**src/rtl/fetch_pkg.sv**
```systemverilog
// Shared widths, response payload and parameter bounds for the instruction-fetch responder.
package fetch_pkg;

  localparam int unsigned FETCH_ADDR_W = 32;
  localparam int unsigned FETCH_DATA_W = 32;

  localparam int unsigned MEM_LAT_MIN  = 1;
  localparam int unsigned MEM_LAT_MAX  = 4;
  localparam int unsigned DEPTH_MAX    = 8;

  typedef struct packed {
    logic [FETCH_DATA_W-1:0] data;
    logic                    err;
  } fetch_resp_t;

endpackage

```
**src/rtl/inst_fetch_responder_if.sv**
```systemverilog
// Fetch-unit side of the request/dataOk protocol; master = fetch unit, slave = responder.
interface inst_fetch_responder_if #(
  parameter int unsigned ADDR_W = 32,
  parameter int unsigned DATA_W = 32
);

  logic              request_i;
  logic [ADDR_W-1:0] instAddr_i;
  logic              grant_o;
  logic              flush_i;
  logic              hold_i;
  logic              dataOk_o;
  logic [DATA_W-1:0] inst_o;
  logic              addrErr_o;

  modport master (
    output request_i, instAddr_i, flush_i, hold_i,
    input  grant_o, dataOk_o, inst_o, addrErr_o
  );

  modport slave (
    input  request_i, instAddr_i, flush_i, hold_i,
    output grant_o, dataOk_o, inst_o, addrErr_o
  );

endinterface

```
**src/rtl/resp_fifo.sv**
```systemverilog
// Synchronous circular FIFO with a synchronous clear; head word is visible combinationally.
module resp_fifo #(
  parameter  int unsigned DEPTH = 4,
  parameter  int unsigned WIDTH = 33,
  localparam int unsigned CNT_W = $clog2(DEPTH + 1)
) (
  input  logic             clk,
  input  logic             rst,
  input  logic             i_clear,
  input  logic             i_push,
  input  logic [WIDTH-1:0] i_wdata,
  input  logic             i_pop,
  output logic [WIDTH-1:0] o_rdata,
  output logic [CNT_W-1:0] o_count,
  output logic             o_empty,
  output logic             o_full
);

  localparam int unsigned PTR_W = (DEPTH > 1) ? $clog2(DEPTH) : 1;

  logic [WIDTH-1:0] r_mem [DEPTH];
  logic [PTR_W-1:0] r_wr_ptr;
  logic [PTR_W-1:0] r_rd_ptr;
  logic [CNT_W-1:0] r_count;

  // Pointers wrap at DEPTH, which need not be a power of two.
  function automatic logic [PTR_W-1:0] ptr_inc(input logic [PTR_W-1:0] p);
    return (p == PTR_W'(DEPTH - 1)) ? '0 : p + PTR_W'(1);
  endfunction

  always_ff @(posedge clk) begin
    if (i_push && !i_clear) begin
      r_mem[r_wr_ptr] <= i_wdata;
    end
  end

  always_ff @(posedge clk or posedge rst) begin
    if (rst) begin
      r_wr_ptr <= '0;
      r_rd_ptr <= '0;
      r_count  <= '0;
    end else if (i_clear) begin
      r_wr_ptr <= '0;
      r_rd_ptr <= '0;
      r_count  <= '0;
    end else begin
      if (i_push) r_wr_ptr <= ptr_inc(r_wr_ptr);
      if (i_pop)  r_rd_ptr <= ptr_inc(r_rd_ptr);
      r_count <= r_count + CNT_W'(i_push) - CNT_W'(i_pop);
    end
  end

  assign o_rdata = r_mem[r_rd_ptr];
  assign o_count = r_count;
  assign o_empty = (r_count == '0);
  assign o_full  = (r_count == CNT_W'(DEPTH));

endmodule

```
**src/rtl/inst_fetch_responder.sv**
```systemverilog
// Instruction-fetch responder: issues requests to a fixed-latency SRAM, tracks them in a tag
// pipe, queues returned words and delivers them in order as dataOk pulses under credit control.
module inst_fetch_responder
  import fetch_pkg::*;
#(
  parameter int unsigned ADDR_W  = FETCH_ADDR_W,
  parameter int unsigned DATA_W  = FETCH_DATA_W,
  parameter int unsigned MEM_LAT = 2,
  parameter int unsigned DEPTH   = 4
) (
  input  logic                  clk,
  input  logic                  reset,
  inst_fetch_responder_if.slave fetch,
  output logic                  mem_en_o,
  output logic [ADDR_W-1:0]     mem_addr_o,
  input  logic [DATA_W-1:0]     mem_rdata_i
);

  localparam int unsigned CNT_W = $clog2(DEPTH + 1);
  localparam int unsigned OCC_W = $clog2(MEM_LAT + DEPTH + 1);
  localparam int unsigned FW    = DATA_W + 1;

  if (MEM_LAT < MEM_LAT_MIN || MEM_LAT > MEM_LAT_MAX) begin : g_bad_lat
    $error("inst_fetch_responder: MEM_LAT out of range");
  end
  if (DEPTH < MEM_LAT + 1 || DEPTH > DEPTH_MAX) begin : g_bad_depth
    $error("inst_fetch_responder: DEPTH out of range");
  end

  logic [MEM_LAT-1:0] r_tag_vld;
  logic [MEM_LAT-1:0] r_tag_err;
  logic               r_data_ok;
  logic [DATA_W-1:0]  r_inst;
  logic               r_addr_err;

  logic               w_accept;
  logic               w_grant;
  logic               w_push;
  logic               w_pop;
  logic               w_fifo_empty;
  logic               w_fifo_full;
  logic [CNT_W-1:0]   w_fifo_cnt;
  logic [OCC_W-1:0]   w_inflight;
  logic [OCC_W-1:0]   w_occ;
  logic [FW-1:0]      w_push_data;
  logic [FW-1:0]      w_head;
  logic               w_last_err;

  // Credits: every accepted request owns a FIFO slot from issue until it is popped.
  always_comb begin
    w_inflight = '0;
    for (int i = 0; i < int'(MEM_LAT); i++) begin
      w_inflight = w_inflight + OCC_W'(r_tag_vld[i]);
    end
  end

  assign w_occ      = w_inflight + OCC_W'(w_fifo_cnt);
  assign w_grant    = !reset && (w_occ < OCC_W'(DEPTH));
  assign w_accept   = fetch.request_i && w_grant;
  assign mem_en_o   = w_accept;
  assign mem_addr_o = reset ? '0 : {fetch.instAddr_i[ADDR_W-1:2], 2'b00};

  // A flush drops every older tag; the request accepted alongside it enters stage 0 untouched.
  always_ff @(posedge clk or posedge reset) begin
    if (reset) begin
      r_tag_vld <= '0;
      r_tag_err <= '0;
    end else begin
      for (int i = int'(MEM_LAT) - 1; i > 0; i--) begin
        r_tag_vld[i] <= fetch.flush_i ? 1'b0 : r_tag_vld[i-1];
        r_tag_err[i] <= r_tag_err[i-1];
      end
      r_tag_vld[0] <= w_accept;
      r_tag_err[0] <= |fetch.instAddr_i[1:0];
    end
  end

  assign w_last_err  = r_tag_err[MEM_LAT-1];
  assign w_push      = r_tag_vld[MEM_LAT-1] && !fetch.flush_i;
  assign w_push_data = {(w_last_err ? '0 : mem_rdata_i), w_last_err};
  assign w_pop       = !w_fifo_empty && !fetch.hold_i && !fetch.flush_i;

  resp_fifo #(
    .DEPTH (DEPTH),
    .WIDTH (FW)
  ) u_resp_fifo (
    .clk     (clk),
    .rst     (reset),
    .i_clear (fetch.flush_i),
    .i_push  (w_push),
    .i_wdata (w_push_data),
    .i_pop   (w_pop),
    .o_rdata (w_head),
    .o_count (w_fifo_cnt),
    .o_empty (w_fifo_empty),
    .o_full  (w_fifo_full)
  );

  a_no_overflow: assert property (@(posedge clk) disable iff (reset) !(w_push && w_fifo_full))
    else $error("inst_fetch_responder: push into full response FIFO");

  // Delivery register: instruction and error flag hold between pulses.
  always_ff @(posedge clk or posedge reset) begin
    if (reset) begin
      r_data_ok  <= 1'b0;
      r_inst     <= '0;
      r_addr_err <= 1'b0;
    end else begin
      r_data_ok <= w_pop;
      if (w_pop) begin
        r_inst     <= w_head[FW-1:1];
        r_addr_err <= w_head[0];
      end
    end
  end

  assign fetch.grant_o   = w_grant;
  assign fetch.dataOk_o  = r_data_ok;
  assign fetch.inst_o    = r_inst;
  assign fetch.addrErr_o = r_addr_err;

endmodule

```
**src/flat_wrapper.sv**
```systemverilog
// flat-port wrapper written by rule: the top's interface ports become plain ports
module inst_fetch_responder_flat import fetch_pkg::*;
#(
  parameter int unsigned ADDR_W  = FETCH_ADDR_W,
  parameter int unsigned DATA_W  = FETCH_DATA_W,
  parameter int unsigned MEM_LAT = 2,
  parameter int unsigned DEPTH   = 4
)
  (clk, reset, mem_en_o, mem_addr_o, mem_rdata_i, fetch_request_i, fetch_instAddr_i, fetch_flush_i, fetch_hold_i, fetch_grant_o, fetch_dataOk_o, fetch_inst_o, fetch_addrErr_o);
  inst_fetch_responder_if #(.ADDR_W(ADDR_W), .DATA_W(DATA_W)) fetch_i ();
  input  logic clk;
  input  logic reset;
  output logic mem_en_o;
  output logic [ADDR_W-1:0] mem_addr_o;
  input  logic [DATA_W-1:0] mem_rdata_i;
  input wire logic [$bits(fetch_i.request_i)-1:0] fetch_request_i;
  input wire logic [$bits(fetch_i.instAddr_i)-1:0] fetch_instAddr_i;
  input wire logic [$bits(fetch_i.flush_i)-1:0] fetch_flush_i;
  input wire logic [$bits(fetch_i.hold_i)-1:0] fetch_hold_i;
  output wire logic [$bits(fetch_i.grant_o)-1:0] fetch_grant_o;
  output wire logic [$bits(fetch_i.dataOk_o)-1:0] fetch_dataOk_o;
  output wire logic [$bits(fetch_i.inst_o)-1:0] fetch_inst_o;
  output wire logic [$bits(fetch_i.addrErr_o)-1:0] fetch_addrErr_o;
  assign fetch_i.request_i = fetch_request_i;
  assign fetch_i.instAddr_i = fetch_instAddr_i;
  assign fetch_i.flush_i = fetch_flush_i;
  assign fetch_i.hold_i = fetch_hold_i;
  assign fetch_grant_o = fetch_i.grant_o;
  assign fetch_dataOk_o = fetch_i.dataOk_o;
  assign fetch_inst_o = fetch_i.inst_o;
  assign fetch_addrErr_o = fetch_i.addrErr_o;
  inst_fetch_responder #(.ADDR_W(ADDR_W), .DATA_W(DATA_W), .MEM_LAT(MEM_LAT), .DEPTH(DEPTH)) u_core (.clk(clk), .reset(reset), .fetch(fetch_i), .mem_en_o(mem_en_o), .mem_addr_o(mem_addr_o), .mem_rdata_i(mem_rdata_i));
endmodule
```
**config.mk**
```make
export PLATFORM = sky130hd
export DESIGN_NAME = inst_fetch_responder_flat
export DESIGN_NICKNAME = d
export VERILOG_FILES = /design/src/rtl/fetch_pkg.sv /design/src/rtl/inst_fetch_responder_if.sv /design/src/rtl/resp_fifo.sv /design/src/rtl/inst_fetch_responder.sv /design/src/flat_wrapper.sv
export SDC_FILE = /design/constraint.sdc
export NUM_CORES = 1
export LEC_CHECK = 0
export ABC_AREA = 1
export BUFFER_PORTS_ARGS = -buffer_cell sky130_fd_sc_hd__buf_2
export CELL_PAD_IN_SITES_DETAIL_PLACEMENT = 1
export CELL_PAD_IN_SITES_GLOBAL_PLACEMENT = 1
export CORE_AREA = 10 10 163 165
export CTS_CLUSTER_DIAMETER = 60
export DETAILED_ROUTE_END_ITERATION = 8
export DIE_AREA = 0 0 173 175
export GPL_TIMING_DRIVEN = 0
export PLACE_DENSITY_LB_ADDON = 0.3
export SLEW_MARGIN = 20
export SYNTH_ARGS = -nofsm -noshare
export SYNTH_HDL_FRONTEND = slang
export SYNTH_SLANG_ARGS = --single-unit
```
**constraint.sdc**
```tcl
create_clock -name clk -period 2.75 [get_ports clk]
set_input_delay 0.55 -clock clk [delete_from_list [all_inputs] [get_ports clk]]
set_output_delay 0.55 -clock clk [all_outputs]
set_load 0.03 [all_outputs]
```
== Word level (Yosys, flattened, before mapping) ==
Memories as Yosys holds them, arrays and structs flattened. A register that Yosys moved wholly into a read port is not among the register bits.
Cells that the tools add are included.

* Add/sub/neg operators: 6
* Equality and inequality tests: 2
* Reduce and logical (&&, ||, !) cells: 14
* Multiplexer cells: 12
* $lt $le $gt $ge: 1

{| class="wikitable"
|+ Operators with widths
! kind !! number
|-
| 2-to-1 mux 32 bit || 2
|-
| 2-to-1 mux 2 bit || 6
|-
| logical AND 1 bit || 6
|-
| adder 2 x 1 -> 2 bit, second input constant || 2
|-
| equality test 2 bit, second input constant || 2
|-
| zero test 1 bit || 4
|-
| nonzero test 2 bit || 2
|-
| adder 3 x 1 -> 3 bit || 1
|-
| adder 3 bit || 1
|-
| zero test 3 bit || 1
|-
| < comparator 3 bit, second input constant || 1
|-
| 2-to-1 mux 1 bit || 3
|-
| 2-to-1 mux 3 bit || 1
|-
| subtractor 3 x 1 -> 3 bit || 1
|-
| adder 1 x 1 -> 2 bit || 1
|-
| OR reduction 2 bit || 1
|}

* Bits of input ports: 69
* Bits in registers: 12
* Logic and storage cells: 42
* Memories: 1
* Bits in writable memories: 132
* Output and inout port bits: 68

{| class="wikitable"
|+ Memories
! name !! depth !! width !! rd ports !! clocked after Yosys merged registers in !! write ports !! line !! RTL
|-
| u_core.u_resp_fifo.r_mem || 4 || 33 || 1 || 1 || 1 || resp_fifo.sv:21 || <nowiki>logic [WIDTH-1:0] r_mem [DEPTH];</nowiki>
|}

== Logic depth before layout (Yosys ltp) ==
Gate-level depths: netlist of run 1.

* Depth in word-level cells: 6
* Gate-level depth with buffers: 13
* Mapped depth without buffers: 12

== Modules after synthesis ==
A second synthesis of run 1 with hierarchy kept.

* Cells, all modules: 740
* Area total of the unflattened synthesis: 7957.6 µm²

{| class="wikitable"
|+ By module, submodules not included
! module !! sequential area each (µm²) !! cells each !! instances !! area an instance (µm²)
|-
| resp_fifo || 4139.0 || 442 || 1 || 5960.7
|-
| inst_fetch_responder || 950.9 || 298 || 1 || 1996.9
|}

== Worst setup path before layout of run 1 ==
Ideal clock, no wire load.

* Path kind: input-to-output
* From: input reset
* To: output mem_en_o
* Arrival time: 2.194 ns
* Data required time: 2.200 ns
* Stages: 3
* Buffers on the path: 0
* Path slack: 0.006 ns
* Cell sequence: inv_1 -> nand3_1 -> nor2_1

* Cells in the longest elaborated chain, start to end: 3

{| class="wikitable"
|+ Ends and longest elaborated chain
! item !! line !! RTL
|-
| start: declaration || flat_wrapper.sv:12 || <nowiki>input logic reset;</nowiki>
|-
| zero test 1 bit || inst_fetch_responder.sv:58 || <nowiki>assign w_grant = !reset && (w_occ < OCC_W'(DEPTH));</nowiki>
|-
| logical AND 1 bit || inst_fetch_responder.sv:58 ||
|-
| logical AND 1 bit || inst_fetch_responder.sv:59 || <nowiki>assign w_accept = fetch.request_i && w_grant;</nowiki>
|-
| end: declaration || flat_wrapper.sv:13 || <nowiki>output logic mem_en_o;</nowiki>
|}

Every way passes these cells.

== Worst setup path in the final report of run 1 ==
* From: register u_core.r_tag_vld[1]
* To: output mem_en_o

* Cells in the longest elaborated chain, start to end: 5

{| class="wikitable"
|+ Ends and longest elaborated chain
! item !! line !! RTL
|-
| start: declaration || inst_fetch_responder.sv:30 || <nowiki>logic [MEM_LAT-1:0] r_tag_vld;</nowiki>
|-
| start signal: indexed assignment || inst_fetch_responder.sv:70 || <nowiki>r_tag_vld[i] <= fetch.flush_i ? 1'b0 : r_tag_vld[i-1];</nowiki>
|-
| adder 1 x 1 -> 2 bit || inst_fetch_responder.sv:53 || <nowiki>w_inflight = w_inflight + OCC_W'(r_tag_vld[i]);</nowiki>
|-
| adder 3 bit || inst_fetch_responder.sv:57 || <nowiki>assign w_occ = w_inflight + OCC_W'(w_fifo_cnt);</nowiki>
|-
| < comparator 3 bit || inst_fetch_responder.sv:58 ||
|-
| logical AND 1 bit || inst_fetch_responder.sv:58 ||
|-
| logical AND 1 bit || inst_fetch_responder.sv:59 ||
|}

Every way passes these cells.

==> impl_metrics.tcl, run 1 <==
set metrics [dict create \
    status "complete, no violations" \
    critPathKind "register to primary output" \
    cts_tree "built" \
    clkSinkCount 177 \
    critPathMaxFanout 3 \
    viasPerCell 4.29 \
    htree_levels 4 \
    power_mw 7.99 \
    synth_top_cell_area_share_pct 49.6 \
    cp-start-kind "register" \
    vias 5824 \
    post_route_cells_drive_above_1_share_pct 23.7 \
    hold_viol_final 0 \
    slew_headroom_pct 55.7 \
    rsz0062_at_grt "false" \
    cts_setup_buffers 0 \
    antennaDiodeCount 0 \
    dp_hpwl_um 14700 \
    grt_antenna_before_repair 0 \
    layout.nets 1105 \
    wirelength_um 21300 \
    num_rows 56 \
    final_antenna_net_count 0 \
    finalCriticalPeriod_ps 2500 \
    setup_viol 0 \
    track_usage_pct 14.2 \
    met1_length_um 9460 \
    area_growth_pct 22.8 \
    endpoint_kind "primary output" \
    firstDrtPassIters 4 \
    avgSynthCellArea_um2 9.21 \
    slowest_stage "dfrtp_1" \
    synth-seq-cells 177 \
    io_buffers 134 \
    worstHoldPathType "input port to asynchronous set/reset pin" \
    cts_root_buf "clkbuf_16" \
    post_drt_wl_per_cell_um 15.7 \
    netlist_area_um2 7980 \
    finalWeightedCongestion 0.724 \
    fmax_mhz 400 \
    cts_made_buffers 17 \
    worstPathArrival_ps 1950 \
    ctsHoldBuffers 0 \
    post-route-drc-count 0 \
    vdd_drop_max_uv 373 \
    dr.first_iter.drc_count 208 \
    grt_overflow 0 \
    synthTopCellsByArea "edfxtp_1 50%, dfrtp_1 14%, nand2_1 13%" \
    worst_slew_pin_slew_ps 663 \
    die_w_um 173 \
    fp.coreArea_um2 23300 \
    period_share_pct 90.9 \
    postCtsResizedCells 0 \
    met2_length_um 10600 \
    die_h_um 175 \
    grt_max_degree 47 \
    drv_slew 0 \
    die_area_um2 30300 \
    cp.required_ps 2200 \
    clkSlewWorstSetupHoldPaths_ps 70 \
    yosysWarnings 0 \
    critical-path-max-stage-delay_ps 410 \
    grt_pass1_wl_um 33600 \
    dr.max_layer_used "met4" \
    fin_skew_ps 10.6 \
    synth_area_leader_cell "edfxtp_1" \
    path_cells "ha_1, ha_1, nand3_1, nand2_1, nand2_1, nand3_1, nor2_1, buf_2" \
    yosysUniqueCellTypes 23 \
    leakagePower_nw 5.00 \
    yosysSeqAreaShare_pct 63.8 \
    syn_inst 867 \
    insertion_delay_ps 430 \
    met3_wirelength_um 1020 \
    grt_pass1_vias 6226 \
    max_cap_violations 0 \
    start_util_pct 34.3 \
    power.density_nw_per_um2 814 \
    io_pins 137 \
    fin_util_pct 42.2 \
    clk_path_buf_depth 2 \
]
kinds of logic (layout without fill, tap and decap cells):
kind of cell               count (synthesis)  in the layout  share of synthesized area (%)
adders and majority gates                 10             10                           1.66
other                                      1              2                         0.0470
buffers and inverters                    252            423                           13.0
AOI/OAI and AO/OA                          2              2                          0.172
and+or+nand+nor                          424            424                           21.3
xor gates and xnor gates                   1              1                          0.110
DFF                                      177            177                           63.8
area by class of cell:
class / count / area (um2)
buffer: 36 / 223
timing repair buffer: 139 / 786
multi-input combinational: 439 / 1890
clock inverter: 8 / 129
tap: 319 / 399
inverter: 216 / 816
sequential: 177 / 5090
clock buffer: 24 / 472
fill: 2765 / 13500
worst paths after layout:
path / end / slack, ps / start / cells after the start
max: mem_en_o / 250 / u_core.r_tag_vld[1]$_DFF_PP0_ / 8
min: u_core.fetch.inst_o[11]$_DFFE_PP0P_ / 250 / reset / 2
max reg2reg: u_core.u_resp_fifo.o_count[2]$_DFF_PP0_ / 400 / u_core.u_resp_fifo.o_count[1]$_DFF_PP0_ / 13
min reg2reg: u_core.r_tag_err[1]$_DFF_PP0_ / 360 / u_core.r_tag_err[0]$_DFF_PP0_ / 0
max in group asynchronous: u_core.fetch.inst_o[28]$_DFFE_PP0P_ / 2060 / reset / 2
min in group clk: u_core.r_tag_err[0]$_DFF_PP0_ / 300 / fetch_instAddr_i[0] / 2
per-stage QoR:
stage / cells / hold WS, ps / setup WS, ps / setup TNS (ps) / area (um2)
after floorplan: 868 / 331 / 6.00 / 0 / 7990
after detailed placement: 1326 / 348 / 177 / 0 / 9210
after global routing: 1358 / 296 / 32.3 / 0 / 9810
after CTS: 1358 / 270 / 193 / 0 / 9810
final: 1358 / 254 / 251 / 0 / 9810
after global placement: 1321 / 332 / -1560 / -196240 / 9060
flip-flops by register name, summed over array words and instances, names as in the netlist:
signal and cells:
u_core.fetch.addrErr_o 1, u_core.u_resp_fifo.r_wr_ptr 2, u_core.r_tag_err 2, u_core.u_resp_fifo.r_rd_ptr 2, u_core.fetch.dataOk_o 1, u_core.u_resp_fifo.r_mem 132
u_core.r_tag_vld 2, u_core.fetch.inst_o 32, u_core.u_resp_fifo.o_count 3
metal layers:
layer / vias up / GRT usage [%]
met4: 0 / 4.38
met3: 19 / 3.71
met2: 127 / 24.6
li1: 2914 / -
met1: 2764 / 16.8
met5: - / 0
power by group:
group          total [mW]  switching (mW)  leakage [nW]  internal [mW]
clock                2.49            1.00         0.289           1.48
combinational        2.22            1.56          2.92          0.661
sequential           3.28           0.138          1.79           3.14
synthesized netlist by cell type:
cell type / count
nor2_1: 75
clkinv_1: 3
or2_1: 1
nand2_1: 275
inv_2: 44
buf_6: 6
fa_1: 1
o21ai_1: 1
inv_4: 1
buf_2: 16
edfxtp_1: 132
ha_1: 9
clkbuf_1: 7
nand2_2: 1
a22o_1: 1
nand3_1: 71
buf_4: 6
inv_1: 168
dfrtp_1: 45
nand3_4: 1
conb_1: 1
buf_1: 1
xor2_1: 1
cells in the final DEF (no fill, tap or decap):
master / instances
o21ai_1: 1
clkinv_4: 2
buf_16: 2
xor2_1: 1
nand3_4: 1
buf_1: 1
nand2_1: 275
or2_1: 1
buf_2: 150
clkinv_2: 1
conb_1: 2
inv_2: 44
bufinv_16: 3
buf_4: 6
buf_12: 3
inv_6: 1
inv_1: 167
nand2_2: 1
nor2_4: 4
nor2_1: 71
nand3_1: 71
clkinvlp_4: 1
clkbuf_1: 12
inv_4: 2
clkinv_1: 3
fa_1: 1
clkbuf_8: 2
ha_1: 9
dfrtp_1: 45
buf_6: 6
clkbuf_16: 17
a22o_1: 1
edfxtp_1: 132
worst max-delay path, delay by kind of cell, from the launching register on:
| family | cells | cell delay, ps |
|---|---|---|
| flip-flops | 1 | 410 |
| adder cells (fa/ha/maj) | 2 | 480 |
| buffers and inverters | 1 | 220 |
| AND/OR/NAND/NOR | 5 | 430 |
Power figures use the tool's default switching activity.
==> run 2, diff against run 1 <==
--- a/config.mk
+++ b/config.mk
@@ -9,10 +9,10 @@
 export BUFFER_PORTS_ARGS = -buffer_cell sky130_fd_sc_hd__buf_2
 export CELL_PAD_IN_SITES_DETAIL_PLACEMENT = 1
 export CELL_PAD_IN_SITES_GLOBAL_PLACEMENT = 1
-export CORE_AREA = 10 10 163 165
+export CORE_AREA = 10 10 153 155
 export CTS_CLUSTER_DIAMETER = 60
 export DETAILED_ROUTE_END_ITERATION = 8
-export DIE_AREA = 0 0 173 175
+export DIE_AREA = 0 0 163 165
 export GPL_TIMING_DRIVEN = 0
 export PLACE_DENSITY_LB_ADDON = 0.3
 export SLEW_MARGIN = 20
==> run 2 against run 1 <==
Core utilization increased by 6.2 points. Routed wire length is 1.2% higher. Sequential power is essentially flat. Critical path type unchanged. Largest cell class unchanged. Flip-flop and latch count is the same. Critical endpoint unchanged.
==> impl_metrics.tcl, run 2 (synthesis results as in run 1) <==
set metrics [dict create \
    status "complete, no violations" \
    internal-power_mw 5.26 \
    drv_slew 0 \
    crit_path_start "u_core.r_tag_vld[1]$_DFF_PP0_" \
    final_antenna_net_count 0 \
    area_growth_pct 22.3 \
    rsz0062_at_grt "false" \
    grt_pass1_vias 6485 \
    die_w_um 163 \
    io_pins 137 \
    final_common_cell "nand2_1" \
    clkSlewWorstSetupHoldPaths_ps 60 \
    p_switching_mw 2.68 \
    grt_use_met1_pct 18.3 \
    post_drt_wl_per_cell_um 16.5 \
    regMostFlops "u_core.u_resp_fifo.r_mem" \
    power_frac_comb_pct 28.0 \
    insertion_delay_ps 440 \
    max_cap_violations 0 \
    post-route-drc-count 0 \
    p_clk_share_pct 30.7 \
    fmax_mhz 389 \
    vdd_drop_max_uv 497 \
    clk_path_buf_depth 2 \
    r2r_start "u_core.u_resp_fifo.o_count[1]$_DFF_PP0_" \
    grtUsageMet2_pct 29.9 \
    multi_input_comb_area_um2 1890 \
    finalCriticalPeriod_ps 2570 \
    cts_made_buffers 17 \
    io_buffers 134 \
    critPathMaxFanout 3 \
    ctsHoldBuffers 0 \
    largest_register_ffs 132 \
    design_area_um2 9760 \
    worst_slew_pin_slew_ps 802 \
    finalWeightedCongestion 0.754 \
    reg2reg_depth 12 \
    grt_antenna_before_repair 0 \
    cts_root_buf "clkbuf_16" \
    power.density_nw_per_um2 813 \
    track_usage_pct 16.4 \
    wirelength_um 21600 \
    grt.met3_usage_pct 3.83 \
    finalWorstSetupSlack_ps 182 \
    fin_skew_ps 11.1 \
    post_route_cells_drive_above_1_share_pct 23.8 \
    holdWs_ps 240 \
    grt-busiest-layer "met2" \
    layout.nets 1105 \
    endpoint_kind "primary output" \
    grt_pass1_wl_um 33900 \
    cp-start-kind "register" \
    htree_levels 4 \
    r2r_setup_slack_ps 330 \
    viasPerCell 4.48 \
    grt_max_degree 47 \
    firstDrtPassIters 5 \
    clkSinkCount 177 \
    post-place-ws_ps 215 \
    grt_overflow 0 \
    cts_tree "built" \
    setup_viol 0 \
    nFillCells 2387 \
    fp.coreArea_um2 20200 \
    dp_hpwl_um 15000 \
    rr_endpoint "u_core.u_resp_fifo.o_count[2]$_DFF_PP0_" \
    vias 5868 \
    die_area_um2 26900 \
    worstPathArrival_ps 2020 \
    critPathKind "register to primary output" \
    slew_headroom_pct 46.4 \
    worstHoldPathType "input port to asynchronous set/reset pin" \
    regArea_um2 5090 \
    die_h_um 165 \
    start_util_pct 39.6 \
    hold_viol_final 0 \
    final_cell_mix "275 x nand2_1, 167 x inv_1, 149 x buf_2" \
    switching_share_pct 33.7 \
    num_rows 52 \
    pwr-share-seq_pct 41.3 \
    antennaDiodeCount 0 \
    leakagePower_nw 5.01 \
    cp.required_ps 2200 \
    period_share_pct 93.4 \
    place_area_um2 9170 \
    dr.first_iter.drc_count 329 \
]
[run 2: changes by cell type in the layout (fill, tap and decap cells not counted)]
cell	delta
clkinv_2	+2
nor2_2	+1
clkbuf_8	-1
buf_12	-3
clkbuf_4	+1
clkinvlp_4	-1
nor2_1	-1
buf_2	-1
buf_16	+3
[run 2: cell type report]
cell class                 instances  share of cell area (%)
tap                              270                    3.46
buffer                            36                    2.28
sequential                       177                    52.1
clock inverter                     9                    1.35
timing repair buffer             139                    8.31
multi-input combinational        439                    19.4
inverter                         216                    8.36
clock buffer                      23                    4.69
[run 2: layer usage]
layer	up-vias	routed length [um]
met4	0	328
met3	28	978
met1	2808	8920
met2	124	11300
met5	-	0
li1	2908	-
[run 2: repair_timing]
item | 4_1_cts | 5_1_grt
endpoints found under the setup margin | 0 | 1
gates resized for setup | 0 | 2
buffers inserted | 0 | 0
[run 2: power by group through the flow]
stage	clock [mW]	sequential, mW	combinational (mW)
5_1_grt	2.59	3.31	2.47
6_report	2.44	3.27	2.22
4_1_cts	2.48	3.28	2.28
3_3_place_gp	0	3.32	2.18
3_5_place_dp	0	3.33	2.24
2_1_floorplan	0	3.77	1.06
[run 2: worst max path at each step]
stage                                           endpoint  slack, ps  cells past startpoint
3_3_place_gp   u_core.u_resp_fifo.r_mem[1][25]$_DFFE_PP_      -1380                      4
5_1_grt                                         mem_en_o         20                      8
6_report                                        mem_en_o        180                      8
4_1_cts                                         mem_en_o        160                      8
3_5_place_dp     u_core.u_resp_fifo.o_count[2]$_DFF_PP0_        210                     12
2_1_floorplan                                   mem_en_o          6                      3
[run 2: per-stage QoR]
step                      util, %  power, mW  setup TNS, ps  std cells
final                        48.4       7.93              0       1309
after global routing         48.4       8.36              0       1309
after CTS                    48.4       8.03              0       1309
after detailed placement     45.4       5.57              0       1277
after global placement       44.6       5.50        -179180       1272
after floorplan                 -       4.83              0        868
[run 2: worst max-delay path, cell delays in order, from the launching register on]
cell,delay (ps)
dfrtp_1,410
ha_1,220
ha_1,290
nand3_1,110
nand2_1,50
nand2_1,60
nand3_1,90
nor2_2,140
clkbuf_4,200
